==> config.mk <==
export PLATFORM = sky130hd
export DESIGN_NAME = quad_decoder_flat
export DESIGN_NICKNAME = d
export VERILOG_FILES = /design/src/rtl/quad_decoder_if.sv /design/src/rtl/quad_decoder.sv /design/src/flat_wrapper.sv
export SDC_FILE = /design/constraint.sdc
export NUM_CORES = 1
export LEC_CHECK = 0
export ABC_CLOCK_PERIOD_IN_PS = 1100
export CAP_MARGIN = 10
export CORE_MARGIN = 8
export CORE_UTILIZATION = 30
export CTS_CLUSTER_SIZE = 30
export DETAILED_ROUTE_END_ITERATION = 10
export DONT_BUFFER_PORTS = 1
export GPL_TIMING_DRIVEN = 0
export PLACE_DENSITY = 0.46
export RECOVER_POWER = 50
export SLEW_MARGIN = 20
export SYNTH_ARGS = -nofsm -noshare
export SYNTH_HDL_FRONTEND = slang
export SYNTH_SLANG_ARGS = --single-unit
==> constraint.sdc <==
create_clock -name clk -period 1.1 [get_ports clk]
set_input_delay 0.22 -clock clk [delete_from_list [all_inputs] [get_ports clk]]
set_output_delay 0.22 -clock clk [all_outputs]
set_load 0.02 [all_outputs]
==> src/rtl/quad_decoder_if.sv <==
// ---------------------------------------------------------------------------
// quad_decoder_if -- signal bundle between a quadrature encoder front end and
// the decoder.
//   a_in, b_in : encoder channels A/B (asynchronous to the decoder clock)
//   err_clr    : synchronous clear of the sticky err flag
//   en         : one-cycle step pulse for the downstream counter
//   up_dwn_n   : direction of the latest step (1 = up, 0 = down)
//   err        : sticky illegal-transition flag
// Modports: master drives the channels and err_clr; slave is the decoder.
// ---------------------------------------------------------------------------
interface quad_decoder_if;
  logic a_in;
  logic b_in;
  logic err_clr;
  logic en;
  logic up_dwn_n;
  logic err;

  modport master (output a_in, b_in, err_clr, input en, up_dwn_n, err);
  modport slave  (input a_in, b_in, err_clr, output en, up_dwn_n, err);
endinterface

==> src/rtl/quad_decoder.sv <==
// ---------------------------------------------------------------------------
// quad_decoder -- quadrature (A/B) encoder decoder.
//
// Both channels pass through a two-flop synchronizer, optionally through a
// per-channel glitch filter, and are then compared against the last accepted
// state (prev). Legal one-bit moves produce a one-cycle en pulse plus
// direction; two-bit moves set a sticky err flag.
//
// Ports:
//   clk   : clock, rising edge
//   rst_n : asynchronous active-low reset
//   bus   : quad_decoder_if.slave (a_in, b_in, err_clr in; en, up_dwn_n, err out)
//
// Parameter:
//   FILT_CYCLES : stable cycles the glitch filter requires (2..15)
//
// Build option:
//   QUAD_FILTER_EN : when defined, a glitch filter sits after the
//                    synchronizer; latency grows from 3 to 3 + FILT_CYCLES
//                    edges. When undefined, no filter flops exist.
//
// AB encoding internally: bit 1 = A, bit 0 = B.
// ---------------------------------------------------------------------------
module quad_decoder #(
  parameter int FILT_CYCLES = 4
) (
  input  logic           clk,
  input  logic           rst_n,
  quad_decoder_if.slave  bus
);

  if (FILT_CYCLES < 2 || FILT_CYCLES > 15) begin : g_bad_filt_cycles
    $error("quad_decoder: FILT_CYCLES must be within 2..15");
  end

  // Forward order 00 -> 10 -> 11 -> 01 -> 00; reverse is the inverse map.
  function automatic logic [1:0] fwd_next(input logic [1:0] ab);
    case (ab)
      2'b00:   fwd_next = 2'b10;
      2'b10:   fwd_next = 2'b11;
      2'b11:   fwd_next = 2'b01;
      default: fwd_next = 2'b00;
    endcase
  endfunction

  function automatic logic [1:0] rev_next(input logic [1:0] ab);
    case (ab)
      2'b00:   rev_next = 2'b01;
      2'b01:   rev_next = 2'b11;
      2'b11:   rev_next = 2'b10;
      default: rev_next = 2'b00;
    endcase
  endfunction

  // Synchronizer plus a valid pipeline that marks when sync2 holds a real
  // sample rather than its reset value, so start-up never looks like a move.
  logic [1:0] sync1_q, sync1_d;
  logic [1:0] sync2_q, sync2_d;
  logic [1:0] vld_q,   vld_d;

  logic [1:0] cur_ab;
  logic       cur_vld;

  logic [1:0] prev_q,     prev_d;
  logic       init_q,     init_d;
  logic       en_q,       en_d;
  logic       up_dwn_n_q, up_dwn_n_d;
  logic       err_q,      err_d;

  assign sync1_d = {bus.a_in, bus.b_in};
  assign sync2_d = sync1_q;
  assign vld_d   = {vld_q[0], 1'b1};

  always_ff @(posedge clk or negedge rst_n) begin
    // NOTE: sequential state uses non-blocking assignments so every flop
    // samples the pre-edge value of its neighbours, whatever the block order.
    if (!rst_n) begin
      sync1_q <= '0;
      sync2_q <= '0;
      vld_q   <= '0;
    end else begin
      sync1_q <= sync1_d;
      sync2_q <= sync2_d;
      vld_q   <= vld_d;
    end
  end

`ifdef QUAD_FILTER_EN
  localparam logic [3:0] FILT_LAST = 4'(FILT_CYCLES - 1);

  logic [1:0]      flt_q,     flt_d;
  logic            flt_vld_q, flt_vld_d;
  logic [1:0][3:0] cnt_q,     cnt_d;

  always_comb begin
    flt_d     = flt_q;
    flt_vld_d = flt_vld_q;
    cnt_d     = cnt_q;
    if (!flt_vld_q) begin
      // First real sample seeds the filter directly instead of being filtered
      // up from the reset value.
      if (vld_q[1]) begin
        flt_d     = sync2_q;
        flt_vld_d = 1'b1;
      end
    end else begin
      for (int i = 0; i < 2; i++) begin
        if (sync2_q[i] == flt_q[i]) begin
          cnt_d[i] = '0;                 // level returned: discard partial count
        end else if (cnt_q[i] == FILT_LAST) begin
          flt_d[i] = sync2_q[i];
          cnt_d[i] = '0;
        end else begin
          cnt_d[i] = cnt_q[i] + 4'd1;
        end
      end
    end
  end

  always_ff @(posedge clk or negedge rst_n) begin
    if (!rst_n) begin
      flt_q     <= '0;
      flt_vld_q <= 1'b0;
      cnt_q     <= '0;
    end else begin
      flt_q     <= flt_d;
      flt_vld_q <= flt_vld_d;
      cnt_q     <= cnt_d;
    end
  end

  assign cur_ab  = flt_q;
  assign cur_vld = flt_vld_q;
`else
  assign cur_ab  = sync2_q;
  assign cur_vld = vld_q[1];
`endif

  always_comb begin
    // NOTE: every signal gets a default first so no path leaves it unassigned
    // and no latch is inferred.
    prev_d     = prev_q;
    init_d     = init_q;
    en_d       = 1'b0;
    up_dwn_n_d = up_dwn_n_q;
    err_d      = err_q;
    if (bus.err_clr) err_d = 1'b0;
    if (!init_q) begin
      if (cur_vld) begin
        prev_d = cur_ab;
        init_d = 1'b1;
      end
    end else if (cur_ab != prev_q) begin
      prev_d = cur_ab;
      if (cur_ab == fwd_next(prev_q)) begin
        en_d       = 1'b1;
        up_dwn_n_d = 1'b1;
      end else if (cur_ab == rev_next(prev_q)) begin
        en_d       = 1'b1;
        up_dwn_n_d = 1'b0;
      end else begin
        err_d = 1'b1;                    // overrides a same-cycle err_clr
      end
    end
  end

  always_ff @(posedge clk or negedge rst_n) begin
    if (!rst_n) begin
      prev_q     <= '0;
      init_q     <= 1'b0;
      en_q       <= 1'b0;
      up_dwn_n_q <= 1'b0;
      err_q      <= 1'b0;
    end else begin
      prev_q     <= prev_d;
      init_q     <= init_d;
      en_q       <= en_d;
      up_dwn_n_q <= up_dwn_n_d;
      err_q      <= err_d;
    end
  end

  assign bus.en       = en_q;
  assign bus.up_dwn_n = up_dwn_n_q;
  assign bus.err      = err_q;

endmodule

==> src/flat_wrapper.sv <==
// flat-port wrapper written by rule: the top's interface ports become plain ports
module quad_decoder_flat 
#(
  parameter int FILT_CYCLES = 4
)
  (clk, rst_n, bus_a_in, bus_b_in, bus_err_clr, bus_en, bus_up_dwn_n, bus_err);
  quad_decoder_if bus_i ();
  input  logic clk;
  input  logic rst_n;
  input wire logic [$bits(bus_i.a_in)-1:0] bus_a_in;
  input wire logic [$bits(bus_i.b_in)-1:0] bus_b_in;
  input wire logic [$bits(bus_i.err_clr)-1:0] bus_err_clr;
  output wire logic [$bits(bus_i.en)-1:0] bus_en;
  output wire logic [$bits(bus_i.up_dwn_n)-1:0] bus_up_dwn_n;
  output wire logic [$bits(bus_i.err)-1:0] bus_err;
  assign bus_i.a_in = bus_a_in;
  assign bus_i.b_in = bus_b_in;
  assign bus_i.err_clr = bus_err_clr;
  assign bus_en = bus_i.en;
  assign bus_up_dwn_n = bus_i.up_dwn_n;
  assign bus_err = bus_i.err;
  quad_decoder #(.FILT_CYCLES(FILT_CYCLES)) u_core (.clk(clk), .rst_n(rst_n), .bus(bus_i));
endmodule
==> results.tsv <==
metric	value	unit
CTS Sinks	12	
routed len/inst	12.2	um
post-synthesis sequential element count	12	
drt initial violations	1	
die area	2860	sq um
vias per cell	4.12	
Final setup viols	0	
RSZ-0062 raised after global routing	false	
gr busiest metal	met2	
largest net degree at the start of global routing	13	
Data arrival, critical path	1210	ps
area share of the largest cell type after synthesis	71.4	%
Min Hold Slack	49.3	ps
Starting Density	32.3	%
Diodes inserted	0	
total track usage	4.79	%
cells on worst reg2reg path	2	
Slew @ Worst Pin	529	ps
largest cells by area after synthesis	dfrtp_1 (71%), xnor2_1 (8.3%), xnor2_2 (3.9%), inv_1 (2.7%), mux2_1 (2.7%)	
Crit Path Category	register to register	
routing usage on met3	4.76	%
CP Cell Sequence	nor2_1, mux2_2	
# rows	13	
fraction of power consumed by sequential logic	62.5	%
clock transition at the registers of the reported paths	70	ps
Final Cycle Share	96.9	%
pwr/cell area	1730	nW/um^2
Net Count, Synth	34	
CP Depth	2	
share of post-route cells with drive strength above 1	14.3	%
drt total wl	610	um
Clk Latency, worst-skew pair	260	ps
setup TNS	0	ps
# IOs	8	
R2R Setup Slk	30	ps
maximum VDD drop	0.743	mV
Slew HR	64.6	%
Final nets	42	
worst endpoint required time	1250	ps
via count	206	
GR Util met1	5.00	%
Crit-path slowest cell	dfrtp_1	
initial antenna violation count	0	
Layout Utilization	37.8	%
Synth Cell Area	420	sq um
Setup crit end kind	register	
port bufs	0	
CTS max path bufs	2	
root buffer cell	clkbuf_4	
antenna viol nets, final	0	
CTS Buf Count	3	
Maximum Capacitance Violations	0	
Syn Inst Count	29	
hold crit path type	input port to register	
synth warn	0	
routability cong.	0.621	
number of distinct library cells after synthesis	11	
core area	1300	sq um
sw frac	24.7	%
max incr delay on CP	390	ps
global route total overflow	0	
Leakage	0.215	nW
cell taking the most area after synthesis	dfrtp_1	
status	finished, final reports clean	
vias in the first global route	206	
combinational share of power	7.9	%
critical path peak fanout	3	
P_sw	0.000210	W
CTS tree	done	
Hold Violations, Final	0	
Final Cell Area	492	sq um
Final HPWL DP	445	um
Int Pwr	0.000639	W
drt pass-1 iters	2	
chip width	53.4	um
total power	0.000849	W
clk_skew	3.23	ps
synthesis-to-finish area growth	17.0	%
CP delay by family, top	flip-flops	
placed cell area	439	sq um
post-layout minimum cycle time	1070	ps
clock power share	29.5	%
first-pass GRT wire length	945	um
H-Tree Depth	1	
Post-Syn Area per Cell	14.5	sq um
sequential share of the synthesized area	71.4	%
CP bufs+invs	0	
met2 Track Usage GR	6.64	%
type of origin of the critical path	register	
DRC	0	
hold path cells	1	
die height	53.4	um
Max Transition Viols Final	0	
Peak Freq	938	MHz
metrics by stage:
| step | setup WS [ps] | std cells |
|---|---|---|
| finish | 34.4 | 50 |
| global route | 5.71 | 50 |
| CTS | 5.84 | 50 |
| detailed placement | 14.5 | 44 |
| global placement | 46.0 | 44 |
| floorplan | 103 | 29 |
cell usage in the layout (no fill, tap or decap), types with 2 or more instances in the layout:
cell,count
a21oi_1,2
clkbuf_4,3
dfrtp_1,12
dlygate4sd3_1,3
inv_1,3
nor2_1,2
xnor2_1,4
sequential cells by signal (all words and copies together), names as in the netlist:
name,cells
u_core.cur_ab,2
u_core.prev_q,2
u_core.sync1_q,2
u_core.vld_q,2
u_core.bus.en,1
u_core.bus.err,1
u_core.bus.up_dwn_n,1
u_core.init_q,1
synthesized netlist by cell type:
cell / number
o21ai_1: 1
conb_1: 1
a21oi_1: 2
xnor2_1: 4
inv_1: 3
xnor2_2: 1
dfrtp_1: 12
o32ai_1: 1
mux2_2: 1
nor2_1: 2
mux2_1: 1
final cells by class:
cell class,instances,area [sq um]
fillers,130,810
flip-flops and latches,12,300
multi-input cells,14,109
repair buffers,3,30.0
clock buffers,3,22.5
well taps,15,18.8
inverters,3,11.3
metal layers:
layer	part of all wire (%)	routed length (um)	vias to the layer above
li1	-	-	102
met1	41	252	96
met2	44	268	8
met3	15	90	0
met4	0	0	0
met5	0	0	-
cells by family (layout without fill, tap and decap cells):
family                 count (synthesis)  count (layout)  share of synthesized area (%)
flip-flops                            12              12                           71.4
XOR/XNOR                               5               5                           12.2
AO/OA/AOI/OAI                          4               4                           5.65
buffers and inverters                  3               9                           2.68
multiplexers                           2               2                           5.36
AND/OR/NAND/NOR                        2               2                           1.79
other                                  1               1                          0.892
power groups by stage:
stage               Combinational [W]  Sequential (W)  Clock [W]
finish                      0.0000675        0.000531   0.000251
global route                0.0000784        0.000535   0.000278
CTS                         0.0000674        0.000533   0.000263
detailed placement          0.0000505        0.000542          0
global placement            0.0000475        0.000539          0
floorplan                   0.0000445        0.000533          0
timing repair:
action,in CTS,in global routing
resized for setup,0,0
setup buffers,0,0
endpoints found under the hold margin,14,0
setup endpoints to repair,0,1
hold buffers,3,0
worst reg2reg max path: cells and delay by family, from the launching register on:
kind	cells	cell delay, ps
flops	1	390
simple gates	1	210
mux	1	360
worst paths after layout:
check | start | end
max | u_core.init_q | u_core.prev_q[1]
min | bus_err_clr | u_core.bus.err
max reg2reg | u_core.init_q | u_core.prev_q[1]
min reg2reg | u_core.sync1_q[1] | u_core.cur_ab[1]
max in group asynchronous | rst_n | u_core.sync1_q[1]
min in group asynchronous | rst_n | u_core.cur_ab[1]
No activity file was read; power rests on OpenSTA's default activity.
